==> src/rtl/tpu_bus_arbiter_if.sv <==
// Signal bundle between the two requesters, the arbiter and the TPU slave port.
//
// Handshake: mK_req is the valid and mK_gnt the ready of requester K. A
// transfer happens in any cycle where both are high. The requester holds
// req, we, addr and wdata stable until it is granted. axi_req is a one-cycle
// command pulse that the TPU always accepts. Read data returns on mK_rvalid,
// a one-cycle pulse with no ready.
interface tpu_bus_arbiter_if #(
  parameter int ADDR_W = 64,
  parameter int DATA_W = 64
);
  logic              m0_req;
  logic              m0_we;
  logic [ADDR_W-1:0] m0_addr;
  logic [DATA_W-1:0] m0_wdata;
  logic              m0_gnt;
  logic              m0_rvalid;
  logic [DATA_W-1:0] m0_rdata;

  logic              m1_req;
  logic              m1_we;
  logic [ADDR_W-1:0] m1_addr;
  logic [DATA_W-1:0] m1_wdata;
  logic              m1_gnt;
  logic              m1_rvalid;
  logic [DATA_W-1:0] m1_rdata;

  logic              axi_req;
  logic              axi_we;
  logic [ADDR_W-1:0] axi_addr;
  logic [DATA_W-1:0] axi_wdata;
  logic [DATA_W-1:0] axi_rdata;

  // Arbiter view.
  modport slave (
    input  m0_req, m0_we, m0_addr, m0_wdata,
    output m0_gnt, m0_rvalid, m0_rdata,
    input  m1_req, m1_we, m1_addr, m1_wdata,
    output m1_gnt, m1_rvalid, m1_rdata,
    output axi_req, axi_we, axi_addr, axi_wdata,
    input  axi_rdata
  );

  // Environment view: both requesters plus the TPU slave.
  modport master (
    output m0_req, m0_we, m0_addr, m0_wdata,
    input  m0_gnt, m0_rvalid, m0_rdata,
    output m1_req, m1_we, m1_addr, m1_wdata,
    input  m1_gnt, m1_rvalid, m1_rdata,
    input  axi_req, axi_we, axi_addr, axi_wdata,
    output axi_rdata
  );
endinterface

==> src/rtl/tpu_bus_arbiter.sv <==
// Two-requester round-robin arbiter in front of the TPU slave port.
// The grant is combinational. The winning request is registered onto the
// axi_* bus one cycle later. A {valid, id} shift pipe follows each read so
// that axi_rdata is steered back to the requester that issued it.
module tpu_bus_arbiter #(
  parameter int ADDR_W   = 64,
  parameter int DATA_W   = 64,
  parameter int READ_LAT = 1
) (
  input  logic               clk,
  input  logic               rst,
  tpu_bus_arbiter_if.slave   bus
);
  localparam int DEPTH = READ_LAT + 1;

  // Priority pointer: 0 favours m0, 1 favours m1.
  logic              ptr;
  logic              gnt0;
  logic              gnt1;
  logic              xfer;
  logic              sel_we;
  logic [ADDR_W-1:0] sel_addr;
  logic [DATA_W-1:0] sel_wdata;

  logic              req_q;
  logic              we_q;
  logic [ADDR_W-1:0] addr_q;
  logic [DATA_W-1:0] wdata_q;

  // Slot k holds the read issued on axi_req k cycles ago; id 1 means m1.
  logic [DEPTH-1:0]  pipe_vld;
  logic [DEPTH-1:0]  pipe_id;

  logic              rvalid0_q;
  logic              rvalid1_q;
  logic [DATA_W-1:0] rdata0_q;
  logic [DATA_W-1:0] rdata1_q;

  // Grant selection and request mux. The fields are zero when nothing is granted.
  always_comb begin
    gnt0      = bus.m0_req && (!bus.m1_req || (ptr == 1'b0));
    gnt1      = bus.m1_req && (!bus.m0_req || (ptr == 1'b1));
    xfer      = gnt0 || gnt1;
    sel_we    = 1'b0;
    sel_addr  = '0;
    sel_wdata = '0;
    if (gnt0) begin
      sel_we    = bus.m0_we;
      sel_addr  = bus.m0_addr;
      sel_wdata = bus.m0_wdata;
    end else if (gnt1) begin
      sel_we    = bus.m1_we;
      sel_addr  = bus.m1_addr;
      sel_wdata = bus.m1_wdata;
    end
  end

  // Round-robin pointer: after a transfer, priority passes to the other requester.
  always_ff @(posedge clk or negedge rst) begin
    if (!rst) begin
      ptr <= 1'b0;
    end else if (gnt0) begin
      ptr <= 1'b1;
    end else if (gnt1) begin
      ptr <= 1'b0;
    end
  end

  // Issue register: one axi_req cycle per transfer, bus fields zero when idle.
  always_ff @(posedge clk or negedge rst) begin
    if (!rst) begin
      req_q   <= 1'b0;
      we_q    <= 1'b0;
      addr_q  <= '0;
      wdata_q <= '0;
    end else begin
      req_q   <= xfer;
      we_q    <= sel_we;
      addr_q  <= sel_addr;
      wdata_q <= sel_wdata;
    end
  end

  // Read-tracking pipe. Slot 0 lines up with the axi_req cycle.
  always_ff @(posedge clk or negedge rst) begin
    if (!rst) begin
      pipe_vld <= '0;
      pipe_id  <= '0;
    end else begin
      pipe_vld <= {pipe_vld[DEPTH-2:0], xfer && !sel_we};
      pipe_id  <= {pipe_id[DEPTH-2:0], gnt1};
    end
  end

  // Return path. Capture axi_rdata as the matured slot leaves the pipe and steer it by id.
  always_ff @(posedge clk or negedge rst) begin
    if (!rst) begin
      rvalid0_q <= 1'b0;
      rvalid1_q <= 1'b0;
      rdata0_q  <= '0;
      rdata1_q  <= '0;
    end else begin
      rvalid0_q <= pipe_vld[READ_LAT] && !pipe_id[READ_LAT];
      rvalid1_q <= pipe_vld[READ_LAT] && pipe_id[READ_LAT];
      if (pipe_vld[READ_LAT] && !pipe_id[READ_LAT]) begin
        rdata0_q <= bus.axi_rdata;
      end
      if (pipe_vld[READ_LAT] && pipe_id[READ_LAT]) begin
        rdata1_q <= bus.axi_rdata;
      end
    end
  end

  assign bus.m0_gnt    = gnt0;
  assign bus.m1_gnt    = gnt1;
  assign bus.axi_req   = req_q;
  assign bus.axi_we    = we_q;
  assign bus.axi_addr  = addr_q;
  assign bus.axi_wdata = wdata_q;
  assign bus.m0_rvalid = rvalid0_q;
  assign bus.m1_rvalid = rvalid1_q;
  assign bus.m0_rdata  = rdata0_q;
  assign bus.m1_rdata  = rdata1_q;
endmodule

==> src/flat_wrapper.sv <==
// flat-port wrapper written by rule: the top's interface ports become plain ports
module tpu_bus_arbiter_flat 
#(
  parameter int ADDR_W   = 64,
  parameter int DATA_W   = 64,
  parameter int READ_LAT = 1
)
  (clk, rst, bus_m0_req, bus_m0_we, bus_m0_addr, bus_m0_wdata, bus_m0_gnt, bus_m0_rvalid, bus_m0_rdata, bus_m1_req, bus_m1_we, bus_m1_addr, bus_m1_wdata, bus_m1_gnt, bus_m1_rvalid, bus_m1_rdata, bus_axi_req, bus_axi_we, bus_axi_addr, bus_axi_wdata, bus_axi_rdata);
  tpu_bus_arbiter_if #(.ADDR_W(ADDR_W), .DATA_W(DATA_W)) bus_i ();
  input  logic clk;
  input  logic rst;
  input wire logic [$bits(bus_i.m0_req)-1:0] bus_m0_req;
  input wire logic [$bits(bus_i.m0_we)-1:0] bus_m0_we;
  input wire logic [$bits(bus_i.m0_addr)-1:0] bus_m0_addr;
  input wire logic [$bits(bus_i.m0_wdata)-1:0] bus_m0_wdata;
  output wire logic [$bits(bus_i.m0_gnt)-1:0] bus_m0_gnt;
  output wire logic [$bits(bus_i.m0_rvalid)-1:0] bus_m0_rvalid;
  output wire logic [$bits(bus_i.m0_rdata)-1:0] bus_m0_rdata;
  input wire logic [$bits(bus_i.m1_req)-1:0] bus_m1_req;
  input wire logic [$bits(bus_i.m1_we)-1:0] bus_m1_we;
  input wire logic [$bits(bus_i.m1_addr)-1:0] bus_m1_addr;
  input wire logic [$bits(bus_i.m1_wdata)-1:0] bus_m1_wdata;
  output wire logic [$bits(bus_i.m1_gnt)-1:0] bus_m1_gnt;
  output wire logic [$bits(bus_i.m1_rvalid)-1:0] bus_m1_rvalid;
  output wire logic [$bits(bus_i.m1_rdata)-1:0] bus_m1_rdata;
  output wire logic [$bits(bus_i.axi_req)-1:0] bus_axi_req;
  output wire logic [$bits(bus_i.axi_we)-1:0] bus_axi_we;
  output wire logic [$bits(bus_i.axi_addr)-1:0] bus_axi_addr;
  output wire logic [$bits(bus_i.axi_wdata)-1:0] bus_axi_wdata;
  input wire logic [$bits(bus_i.axi_rdata)-1:0] bus_axi_rdata;
  assign bus_i.m0_req = bus_m0_req;
  assign bus_i.m0_we = bus_m0_we;
  assign bus_i.m0_addr = bus_m0_addr;
  assign bus_i.m0_wdata = bus_m0_wdata;
  assign bus_m0_gnt = bus_i.m0_gnt;
  assign bus_m0_rvalid = bus_i.m0_rvalid;
  assign bus_m0_rdata = bus_i.m0_rdata;
  assign bus_i.m1_req = bus_m1_req;
  assign bus_i.m1_we = bus_m1_we;
  assign bus_i.m1_addr = bus_m1_addr;
  assign bus_i.m1_wdata = bus_m1_wdata;
  assign bus_m1_gnt = bus_i.m1_gnt;
  assign bus_m1_rvalid = bus_i.m1_rvalid;
  assign bus_m1_rdata = bus_i.m1_rdata;
  assign bus_axi_req = bus_i.axi_req;
  assign bus_axi_we = bus_i.axi_we;
  assign bus_axi_addr = bus_i.axi_addr;
  assign bus_axi_wdata = bus_i.axi_wdata;
  assign bus_i.axi_rdata = bus_axi_rdata;
  tpu_bus_arbiter #(.ADDR_W(ADDR_W), .DATA_W(DATA_W), .READ_LAT(READ_LAT)) u_core (.clk(clk), .rst(rst), .bus(bus_i));
endmodule
==> config.mk <==
export PLATFORM = sky130hd
export DESIGN_NAME = tpu_bus_arbiter_flat
export DESIGN_NICKNAME = d
export VERILOG_FILES = /design/src/rtl/tpu_bus_arbiter_if.sv /design/src/rtl/tpu_bus_arbiter.sv /design/src/flat_wrapper.sv
export SDC_FILE = /design/constraint.sdc
export NUM_CORES = 1
export LEC_CHECK = 0
export BUFFER_PORTS_ARGS = -buffer_cell sky130_fd_sc_hd__buf_4
export CAP_MARGIN = 10
export CORE_AREA = 2 2 228 230
export DETAILED_ROUTE_END_ITERATION = 7
export DIE_AREA = 0 0 230 232
export PLACE_DENSITY_LB_ADDON = 0.08
export SLEW_MARGIN = 20
export SYNTH_ARGS = -nofsm -noshare
export SYNTH_HDL_FRONTEND = slang
export SYNTH_SLANG_ARGS = --single-unit
==> constraint.sdc <==
create_clock -name clk -period 3.6 [get_ports clk]
set_input_delay 0.72 -clock clk [delete_from_list [all_inputs] [get_ports clk]]
set_output_delay 0.72 -clock clk [all_outputs]
set_load 0.01 [all_outputs]
======== Yosys cells after proc, flatten, opt, wreduce, memory -nomap -nowiden ========
Index checks and enable logic that the tools add are counted.
operators by class
  reduce and logical (&&, ||, !) cells .... 13
  muxes and demuxes ....................... 8
  bitwise gates (word level) .............. 1
operators with widths
  operator            number
  two-way mux 64 bit  4
  logical AND 1 bit   5
  zero test 1 bit     4
  two-way mux 1 bit   4
  logical OR 1 bit    3
  nonzero test 2 bit  1
  inverter 1 bit      1
storage, ports and cells
  flip-flop bits (word level) ............. 265

======== Depth between registers and ports, before layout ========
  depth after elaboration ................. 7
  depth in mapped cells ................... 5
  mapped depth without buffers ............ 2

======== Worst setup path after synthesis ========
OpenSTA, ideal clock, no wires.
  path type ............................... input-to-output
  start point ............................. input bus_m1_req
  end point ............................... output bus_m1_gnt
  cell stages on the path ................. 4
  data required time ...................... 2.880 ns
  path buffers ............................ 2
  slack ................................... 1.591 ns
  arrival ................................. 1.289 ns
  cell sequence ........................... buf_2 buf_2 inv_1 nor2_1
between the ends
  longest elaborated chain between the ends .. 1
ends and longest elaborated chain
  what               line                   source
  start, declared    flat_wrapper.sv:19     input wire logic [$bits(bus_i.m1_req)-1:0] bus_m1_req;
  logical AND 1 bit  tpu_bus_arbiter.sv:42  gnt1 = bus.m1_req && (!bus.m0_req || (ptr == 1'b1));
  end, declared      flat_wrapper.sv:23     output wire logic [$bits(bus_i.m1_gnt)-1:0] bus_m1_gnt;
Every way passes these cells.

======== Worst setup path in the final report ========
  start point ............................. register u_core.ptr
  end point ............................... output bus_m1_gnt
between the ends
  longest elaborated chain between the ends .. 2
ends and longest elaborated chain
  what                    line                   source
  start, declared         tpu_bus_arbiter.sv:17  logic ptr;
  start signal, assigned  tpu_bus_arbiter.sv:61  ptr <= 1'b0;
  start signal, assigned  tpu_bus_arbiter.sv:63  ptr <= 1'b1;
  start signal, assigned  tpu_bus_arbiter.sv:65  ptr <= 1'b0;
  logical OR 1 bit        tpu_bus_arbiter.sv:42
  logical AND 1 bit       tpu_bus_arbiter.sv:42
Every way passes these cells.

==> summary.txt <==
Routing
  – Routed WL: 42500 µm
  – DRC viols: 0
  – Drt pass-1 iters: 6
  – Post-route ant nets: 0
  – Initial drt markers: 375
  – DR vias: 7855
  – Vias per cell: 4.18
  – Drt wl/cell: 22.6 µm

Logic synthesis
  – Sequential fraction of the synthesis area: 68.1%
  – Gate Count Post-Synth: 593
  – Ranking of synthesized cells by area: dfrtp_1 68%, mux2_2 15%, a32o_1 13%
  – Share of the synthesized area in the top cell type: 68.1%
  – Yosys Warn Count: 0
  – Flops & latches, synth: 265
  – Mapped cell area: 0.00974 mm²
  – Distinct cell type count after synthesis: 16
  – Syn nets: 919
  – Syn avg cell area: 16.4 µm²
  – Area leader, netlist: dfrtp_1

Setup path
  – Worst EP required: 2.88 ns
  – Reg2reg start: u_core.ptr
  – Top fanout value on the critical path: 4
  – End of the critical path: bus_m1_gnt
  – WP data arrival: 1.38 ns
  – Worst R2R End: u_core.bus.axi_addr[0]
  – CP endpoint kind: output pin
  – R2R cell count: 3
  – CP startpoint kind: register
  – R2R setup slack: 1.63 ns
  – Kind of critical path: register to output pin
  – CP startpoint: u_core.ptr

Floorplan
  – Die ar.: 0.0534 mm²
  – Core area: 0.0509 mm²
  – IO Pins: 588
  – Rows: 83
  – Die H: 232 µm
  – Starting Density: 19.1%
  – Die W: 230 µm

Timing
  – Relative slew slack: 31.7%
  – Fin crit share: 58.4%
  – Achievable clock frequency: 476 MHz
  – Final setup fails: 0
  – Final Max Slew Viols: 0
  – Setup TNS: 0 ns
  – RSZ-0062 raised after global routing: no
  – Worst-margin pin slew: 1.02 ns
  – Hold_ws: 0.176 ns
  – Post-layout minimum cycle time: 2.10 ns
  – Hold Vio Cnt, Final: 0
  – Worst Skew: 0.0276 ns

CTS
  – Max Root-Sink Buffers: 3
  – H-tree level count: 2
  – Post-cts sizing count: 0
  – Clk_lat worst skew: 0.54 ns
  – Post-CTS Setup Bufs: 0
  – Root buffer cell: clkbuf_16
  – Clock sinks: 265
  – Clock slew at reported path FFs: 0.06 ns
  – CTS Hold Bufs: 0
  – CTS Buf Count: 35
  – CTS tree: built

Pwr
  – Power Internal: 6.93 mW
  – Pleak: 7.57 nW
  – Pwr/cell area: 597 mW/mm²
  – Final Power: 9.57 mW
  – Logic pwr share: 24.9%
  – Sequential share of power: 39.4%
  – Net Switching: 2.64 mW
  – Maximum VDD drop: 290 µV
  – Clock Power Share: 35.7%
  – Switching share of power: 27.6%

Finish
  – Multi-input logic area: 0.00282 mm²
  – Fill count: 5248
  – Finished Cell Area: 0.0160 mm²
  – Register Area: 0.00663 mm²
  – Share of layout cells above drive strength 1: 65.2%
  – Final #Nets: 1499
  – Post-route core utilization: 31.5%
  – P&R area growth vs syn: 64.4%

Outcome
  – Status: complete, no violations

GRT
  – Initial antenna violation count: 9
  – Pin count of the biggest net entering global routing: 131
  – GRT Util Overall: 15.5%
  – Vias in the first global route: 8405
  – Grt ovf: 0
  – Global-route wire length before repair: 60500 µm

Placed design
  – GPL Wtd Cong: 0.752
  – DP Wirelength: 30400 µm
  – Area post-placement: 0.0149 mm²
  – Buffers on Ports: 587

Worst hold path
  – Hold Crit Class: input pin to asynchronous set/reset pin

Flow run
  – Max_cap viols: 0
==> layer usage <==
layer | GRT usage, % | vias to the layer above | share of wire (%)
met5 | 0 | - | 0.17
li1 | - | 3463 | -
met4 | 6.07 | 10 | 2.5
met1 | 17.0 | 3956 | 36
met3 | 8.08 | 70 | 12
met2 | 25.2 | 356 | 50
==> layout by cell type (no fill, tap or decap) <==
master	n
a21boi_4	1
mux2_2	128
clkbuf_1	13
buf_16	1
nand2_2	1
inv_1	5
buf_4	593
nor2b_1	1
nor2_1	1
a32o_1	130
dfrtp_1	265
bufinv_16	1
clkinv_2	2
diode_2	4
clkbuf_16	37
buf_8	1
buf_12	5
clkbuf_8	6
or2_2	1
a21o_1	1
nand2b_4	2
==> per-stage QoR <==
step	instances	setup WS (ns)
5_1_grt	1878	1.39
4_1_cts	1874	1.44
6_report	1879	1.50
2_1_floorplan	593	1.59
3_5_place_dp	1815	1.36
3_3_place_gp	1815	1.34
==> flip-flops by register name (all words and copies together) (netlist names) <==
register,count
u_core.ptr,1
u_core.pipe_vld,2
u_core.bus.m1_rvalid,1
u_core.bus.axi_we,1
u_core.pipe_id,2
u_core.bus.m1_rdata,64
u_core.bus.axi_req,1
u_core.bus.m0_rdata,64
u_core.bus.m0_rvalid,1
u_core.bus.axi_wdata,64
u_core.bus.axi_addr,64
==> cell families (layout without fill, tap and decap cells) <==
kind of cell           after synthesis  in the layout  share of synthesized area (%)
muxes                              128            128                           14.8
buffers and inverters               62            664                           3.26
other                                0              4                              0
and+or+nand+nor                      6              6                          0.334
AOI/OAI and AO/OA                  132            132                           13.5
DFF                                265            265                           68.1
==> worst max-delay path: stages, from the launching register on <==
cell,delay (ns)
dfrtp_1,0.43
nor2b_1,0.17
nor2_1,0.08
buf_4,0.16
==> worst min-delay path by stage <==
stage                              end  slack (ns)  depth (start not counted)
4_1_cts        u_core.bus.m0_rdata[22]        0.19                          1
2_1_floorplan        u_core.pipe_id[1]        0.33                          0
3_5_place_dp        u_core.pipe_vld[1]        0.34                          0
6_report       u_core.bus.m1_rdata[20]        0.18                          1
3_3_place_gp        u_core.pipe_vld[1]        0.33                          0
5_1_grt        u_core.bus.m0_rdata[20]        0.22                          1
==> final cells by class <==
type,count,share of cell area [%]
antenna,4,0.0625
clock buffer,56,6.60
clock inverter,3,0.250
inverter,5,0.117
multi-input combinational,266,17.6
sequential,265,41.4
tap,680,5.31
timing repair buffer,600,28.7
==> power by group through the flow <==
stage                     clock network, mW  registers, mW  logic, mW
final                                  3.42           3.77       2.38
after global routing                   3.69           3.84       2.56
after CTS                              3.57           3.77       2.43
after detailed placement                  0           3.82       2.43
after global placement                    0           3.81       2.44
after floorplan                           0           4.07      0.658
==> cells in the mapped netlist <==
cell type    n
buf_1        1
inv_1        5
buf_2       23
nor2_1       1
a21boi_2     1
a21o_1       1
clkbuf_4     2
nand2b_1     2
nor2b_1      1
mux2_2     128
buf_4       13
a32o_1     130
dfrtp_1    265
or2_2        1
nand2_1      1
clkbuf_1    18
Note: power is estimated with default switching activity, not from simulation.
